$ cat src/rtl/score_bcd_conv.sv
// Sequential binary-to-BCD converter (shift-add-3, one bit per clock) for the score display path.
// Optional macro SCORE_LEADING_BLANK_EN replaces leading zero digits with the blank code 4'hF on output load.
module score_bcd_conv #(
    parameter int BIN_W = 14,
    parameter int NDIG  = 4
) (
    input  logic                  clk,
    input  logic                  rst_n,
    input  logic                  start,
    input  logic [BIN_W-1:0]      bin,
    output logic [4*NDIG-1:0]     digits,
    output logic                  busy,
    output logic                  done,
    output logic                  ovf
);

    localparam int WORK_W = 4 * NDIG;
    localparam int CNT_W  = $clog2(BIN_W + 1);

    function automatic longint unsigned pow10(input int n);
        longint unsigned p;
        p = 64'd1;
        for (int i = 0; i < n; i++) begin
            p = p * 64'd10;
        end
        return p;
    endfunction

    localparam longint unsigned SAT_LIMIT = pow10(NDIG) - 64'd1;

    localparam logic [0:0] ST_IDLE  = 1'b0;
    localparam logic [0:0] ST_SHIFT = 1'b1;

    // Per-nibble add-3 correction; nibbles never carry into each other.
    function automatic logic [WORK_W-1:0] add3(input logic [WORK_W-1:0] w);
        logic [WORK_W-1:0] r;
        r = w;
        for (int i = 0; i < NDIG; i++) begin
            if (w[4*i +: 4] >= 4'd5) begin
                r[4*i +: 4] = w[4*i +: 4] + 4'd3;
            end else begin
                r[4*i +: 4] = w[4*i +: 4];
            end
        end
        return r;
    endfunction

`ifdef SCORE_LEADING_BLANK_EN
    // Blank every leading zero above the ones digit.
    function automatic logic [WORK_W-1:0] blank_lead(input logic [WORK_W-1:0] d);
        logic [WORK_W-1:0] r;
        logic              lead;
        r    = d;
        lead = 1'b1;
        for (int i = NDIG - 1; i >= 1; i--) begin
            if (lead && (d[4*i +: 4] == 4'd0)) begin
                r[4*i +: 4] = 4'hF;
            end else begin
                lead = 1'b0;
            end
        end
        return r;
    endfunction
`endif

    logic [0:0]        state_r;
    logic [WORK_W-1:0] work_r;
    logic [BIN_W-1:0]  opnd_r;
    logic [CNT_W-1:0]  cnt_r;
    logic              ovf_pend_r;
    logic [WORK_W-1:0] digits_r;
    logic              busy_r;
    logic              done_r;
    logic              ovf_r;

    logic              sat_s;
    logic [BIN_W-1:0]  capture_s;
    logic [WORK_W-1:0] work_adj_s;
    logic [WORK_W-1:0] work_next_s;
    logic [BIN_W-1:0]  opnd_next_s;
    logic              last_s;
    logic [WORK_W-1:0] load_s;

    // Capture-side saturation and one shift-add-3 step of the datapath.
    always_comb begin
        sat_s       = 1'b0;
        capture_s   = bin;
        work_adj_s  = add3(work_r);
        work_next_s = {work_adj_s[WORK_W-2:0], opnd_r[BIN_W-1]};
        opnd_next_s = {opnd_r[BIN_W-2:0], 1'b0};
        last_s      = (cnt_r == CNT_W'(BIN_W - 1));
        if (64'(bin) > SAT_LIMIT) begin
            sat_s     = 1'b1;
            capture_s = BIN_W'(SAT_LIMIT);
        end else begin
            sat_s     = 1'b0;
            capture_s = bin;
        end
`ifdef SCORE_LEADING_BLANK_EN
        load_s = blank_lead(work_next_s);
`else
        load_s = work_next_s;
`endif
    end

    // Conversion state machine, working registers and registered outputs.
    always_ff @(posedge clk or negedge rst_n) begin
        if (!rst_n) begin
            state_r    <= ST_IDLE;
            work_r     <= '0;
            opnd_r     <= '0;
            cnt_r      <= '0;
            ovf_pend_r <= 1'b0;
            digits_r   <= '0;
            busy_r     <= 1'b0;
            done_r     <= 1'b0;
            ovf_r      <= 1'b0;
        end else begin
            done_r <= 1'b0;
            case (state_r)
                ST_IDLE: begin
                    if (start) begin
                        opnd_r     <= capture_s;
                        ovf_pend_r <= sat_s;
                        work_r     <= '0;
                        cnt_r      <= '0;
                        busy_r     <= 1'b1;
                        state_r    <= ST_SHIFT;
                    end else begin
                        busy_r  <= 1'b0;
                        state_r <= ST_IDLE;
                    end
                end
                ST_SHIFT: begin
                    work_r <= work_next_s;
                    opnd_r <= opnd_next_s;
                    cnt_r  <= cnt_r + CNT_W'(1);
                    if (last_s) begin
                        digits_r <= load_s;
                        ovf_r    <= ovf_pend_r;
                        done_r   <= 1'b1;
                        busy_r   <= 1'b0;
                        state_r  <= ST_IDLE;
                    end else begin
                        busy_r  <= 1'b1;
                        state_r <= ST_SHIFT;
                    end
                end
                default: begin
                    busy_r  <= 1'b0;
                    state_r <= ST_IDLE;
                end
            endcase
        end
    end

    assign digits = digits_r;
    assign busy   = busy_r;
    assign done   = done_r;
    assign ovf    = ovf_r;

endmodule
$ cat config.mk
export PLATFORM = sky130hd
export DESIGN_NAME = score_bcd_conv
export DESIGN_NICKNAME = d
export VERILOG_FILES = /design/src/rtl/score_bcd_conv.sv
export SDC_FILE = /design/constraint.sdc
export NUM_CORES = 1
export LEC_CHECK = 0
export BUFFER_PORTS_ARGS = -buffer_cell sky130_fd_sc_hd__buf_2
export CORE_UTILIZATION = 31
export DETAILED_ROUTE_END_ITERATION = 10
export SLEW_MARGIN = 20
export SYNTH_ARGS = -nofsm -noshare
export SYNTH_HDL_FRONTEND = slang
export SYNTH_SLANG_ARGS = --single-unit
$ cat constraint.sdc
create_clock -name clk -period 2.1 [get_ports clk]
set_input_delay 0 -clock clk [delete_from_list [all_inputs] [get_ports clk]]
set_output_delay 0 -clock clk [all_outputs]
set_load 0.01 [all_outputs]
=== Yosys cells after proc, flatten, opt, wreduce, memory -nomap -nowiden ===
Index checks and enable logic that the tools add are counted.

* Input bits: 17
* Logic and storage cells: 40
* Register bits after elaboration: 54
* Output and inout port bits: 19

* Bitwise logic cells: 1
* Magnitude comparators: 5
* Mux-type cells: 17
* $add $sub $neg: 5
* Eq/ne operators: 2
* Reductions and logical operators: 2

{| class="wikitable"
|+ Operators with widths
! operator !! count
|-
| case mux 16 bit (2 select lines) || 1
|-
| 2-to-1 mux 14 bit || 2
|-
| case mux 14 bit (2 select lines) || 1
|-
| greater-or-equal comparator 4 x 3 -> 1 bit (second input constant) || 4
|-
| 2-to-1 mux 16 bit || 1
|-
| 2-to-1 mux 4 bit || 4
|-
| > comparator 14 bit (second input constant) || 1
|-
| adder 4 x 2 -> 4 bit (second input constant) || 3
|-
| case mux 4 bit (2 select lines) || 1
|-
| 2-to-1 mux 1 bit || 5
|-
| adder 4 x 1 -> 4 bit (second input constant) || 1
|-
| equality test 4 bit (second input constant) || 1
|-
| AND reduction 2 bit || 2
|-
| adder 3 x 2 -> 3 bit (second input constant) || 1
|-
| 2-to-1 mux 3 bit || 1
|-
| inequality test 2 bit (second input constant) || 1
|-
| case mux 1 bit (2 select lines) || 1
|-
| NOT 1 bit || 1
|}

=== Depth between registers and ports, before layout ===
* Word-level depth: 4
* Mapped depth: 6
* Depth with buffers taken out: 6

=== Least setup slack after synthesis ===
OpenSTA, ideal clock, no wires.

* Kind: register -> register
* From: register work_r[0]
* To: register digits_r[2] (netlist: digits[2])
* Cell stages (with the launch flop): 7
* Data required time: 2.017 ns
* Path buffers: 0
* Setup time: 0.083 ns
* Data arrival time: 1.404 ns
* Slack: 0.614 ns
* Cell sequence: dfrtp_1 inv_1 ha_1 nand2b_1 a21oi_1 mux2_2 o21ai_0

* Longest elaborated chain between the ends: 2

{| class="wikitable"
|+ Ends and longest elaborated chain
! what !! line !! RTL
|-
| from (decl) || 67 || <nowiki>logic [WORK_W-1:0] work_r;</nowiki>
|-
| from (signal assigned) || 135 || <nowiki>work_r <= work_next_s;</nowiki>
|-
| adder 4 x 2 -> 4 bit / greater-or-equal comparator 4 x 3 -> 1 bit (equally long branches) || 40, 39 ||
|-
| 2-to-1 mux 4 bit (*) || 39 || <nowiki>if (w[4*i +: 4] >= 4'd5) begin</nowiki>
|-
| to (signal assigned) || 139 || <nowiki>digits_r <= load_s;</nowiki>
|-
| to (decl) || 71 || <nowiki>logic [WORK_W-1:0] digits_r;</nowiki>
|}

Every way passes the cells marked *; elsewhere a longest branch is shown, timed or not.
A chain may end at the register's enable or synchronous reset.

=== Final worst setup path ===
Ends and elaborated chain as after synthesis.

==> results.json <==
{
  "wl_um": 5120,
  "layout_common_cells": "53 x dfrtp_1, 41 x nand2_1, 35 x buf_2",
  "htree_levels": 2,
  "slew_violations": 0,
  "rows": 33,
  "cts_tree": "built",
  "finalHoldViolCount": 0,
  "yosys_warnings": 0,
  "synth_top_area_share": 0.5040,
  "dp_hpwl_um": 3607,
  "ctsResizeCount": 0,
  "skew_ps": 5.133,
  "die_h_um": 95,
  "rsz0062_at_grt": "false",
  "drtPass1Iterations": 4,
  "critPathKind": "flop to flop",
  "port_buffers": 35,
  "gr-usage-all-layers": 0.1269,
  "grt_antenna_before_repair": 0,
  "critical_path.slowest_cell": "dfrtp_1",
  "cp.arrival_ps": 1850,
  "grt_pass1_vias": 1859,
  "place_area_mm2": 0.002973,
  "synth_area_per_cell_um2": 10.43,
  "status": "finished clean",
  "syn_nets": 284,
  "drive_above_1_share": 0.2174,
  "syn_inst": 257,
  "post-route-util": 0.3727,
  "dr.first_iter.drc_count": 58,
  "synth_edf_count": 0,
  "clkLatencyLatePin_ps": 300,
  "drc_errors": 0,
  "syn_to_final_growth_pct": 15.35,
  "final_nets": 325,
  "nFillCells": 853,
  "ctsHoldBuffers": 4,
  "relSlewSlack": 0.5253,
  "worstHoldPathType": "input port to flop",
  "die_width_um": 95,
  "cts_made_buffers": 5,
  "vdd_drop_max_v": 0.0004169,
  "max-cap-violations": 0,
  "mostFrequentLayoutCell": "dfrtp_1",
  "cts_sinks": 54,
  "critPathRequiredTime_ps": 2320,
  "period_needed_ps": 1626,
  "synth_seq_cells": 54,
  "post-route-period-util": 0.7744,
  "core_area_mm2": 0.008299,
  "cp-end-kind": "flop",
  "synth_area_leaders": "dfrtp_1 50%, mux2i_1 7.5%, nand2_1 5.7%",
  "worst_pin_slew_ps": 712.0,
  "cts.path.max_buffers": 2,
  "wl_per_cell_um": 12.67,
  "via_count": 1877,
  "start_util": 0.3231,
  "leakage_nw": 1.586,
  "grt_overflow_total": 0,
  "worstSetupStartpointType": "flop",
  "ys_seq_area_frac": 0.5040,
  "crit_chain": "inv_1 > ha_1 > nand2b_1 > a21oi_1 > mux2_2 > o21ai_0",
  "cp_max_fo": 3,
  "diodes": 0,
  "synth.largest_area_cell": "dfrtp_1",
  "grt_pass1_wl_um": 8894,
  "postSynth.asyncResetShare": 1.000,
  "gp_congestion": 0.7157,
  "cpPeakStageDelay_ps": 400,
  "synth_ff_type": "dfrtp_1",
  "design_area_mm2": 0.003093,
  "fin_ws_ps": 473.8,
  "cellPowerDensity_mw_per_mm2": 1411,
  "ant_nets": 0,
  "setup_violations": 0,
  "ios": 36,
  "die_area_mm2": 0.009025,
  "dpl_worst_slack_ps": 488.8,
  "cts_setup_buffers": 0,
  "syn-cell-area_mm2": 0.002681,
  "clockRootBuffer": "clkbuf_8",
  "grt_max_degree": 32,
  "fmax_ghz": 0.6149,
  "final.setup.tns_ps": 0,
  "clk_pin_slew_ps": 90,
  "vias_per_cell": 4.646,
  "synth.distinct_cells": 33
}
power by group:
part | total [mW] | internal (mW) | switching [mW]
clock network | 0.556 | 0.238 | 0.318
logic | 1.94 | 0.955 | 0.981
registers | 1.87 | 1.51 | 0.359
sequential cells by signal (all words and copies together), names as in the netlist:
| name | count |
|---|---|
| digits | 16 |
| cnt_r | 4 |
| done | 1 |
| busy | 1 |
| work_r | 16 |
| opnd_r | 14 |
| ovf | 1 |
| ovf_pend_r | 1 |
Yosys cell counts (all sizes together) (2+ instances only):
| library cell | count |
|---|---|
| o31ai | 2 |
| mux2i | 20 |
| a22o | 2 |
| clkbuf | 2 |
| nor2 | 7 |
| inv | 15 |
| nand2b | 6 |
| ha | 10 |
| o21ai | 23 |
| nand3 | 4 |
| nor3 | 2 |
| xnor2 | 5 |
| mux2 | 11 |
| a21o | 5 |
| nor3b | 11 |
| nand2 | 41 |
| a21oi | 17 |
| a311oi | 3 |
| dfrtp | 54 |
| buf | 10 |
metal layers:
layer	routed length, um	GRT usage	part of all wire	up-vias
met5	0	0	0	-
met4	45	0.03788	0.0088	0
met3	157	0.02738	0.031	5
met2	2347	0.2152	0.46	30
met1	2569	0.1611	0.50	884
li1	-	-	-	958
worst paths after layout:
check	slack [ps]	end	startpoint	cells past startpoint
max	470	digits[2]	work_r[0]	6
min	20	opnd_r[4]	bin[4]	3
max reg2reg	470	digits[2]	work_r[0]	6
min reg2reg	480	digits[7]	digits[7]	2
max in group asynchronous	1150	work_r[1]	rst_n	3
min in group asynchronous	280	digits[3]	rst_n	2
critical path, delay by kind of cell, from the launching register on:
family / cells / cell delay [ps]
AOI/OAI and AO/OA: 2 / 370
adders and majority gates: 1 / 200
buffers and inverters: 1 / 120
DFF: 1 / 400
muxes: 1 / 380
and+or+nand+nor: 1 / 80
kinds of logic (layout without fill, tap and decap cells):
logic type / Yosys count / in the layout / share of synthesized area
flops: 54 / 54 / 0.5040
mux: 31 / 31 / 0.1237
fa+ha+maj: 10 / 10 / 0.04666
buf+inv: 27 / 69 / 0.04666
xor+xnor: 6 / 6 / 0.01960
compound gates: 54 / 54 / 0.1204
simple gates: 75 / 75 / 0.1391
final cells by class:
| type | instances | area, um2 | area share |
|---|---|---|---|
| Multi-Input combinational cell | 176 | 1205 | 0.3896 |
| Timing Repair Buffer | 46 | 267.8 | 0.08657 |
| Sequential cell | 54 | 1353 | 0.4373 |
| Tap cell | 105 | 131.4 | 0.04248 |
| Clock buffer | 8 | 80.08 | 0.02589 |
| Inverter | 15 | 56.30 | 0.01820 |
through the flow:
step	total power, mW	hold slack [ps]	instances
after detailed placement	3.857	98.75	392
after floorplan	3.324	-295.6	257
after global routing	4.797	30.52	404
final	4.366	19.22	404
after global placement	3.783	92.35	392
after CTS	4.443	1.365	404
Power figures use the tool's default switching activity.
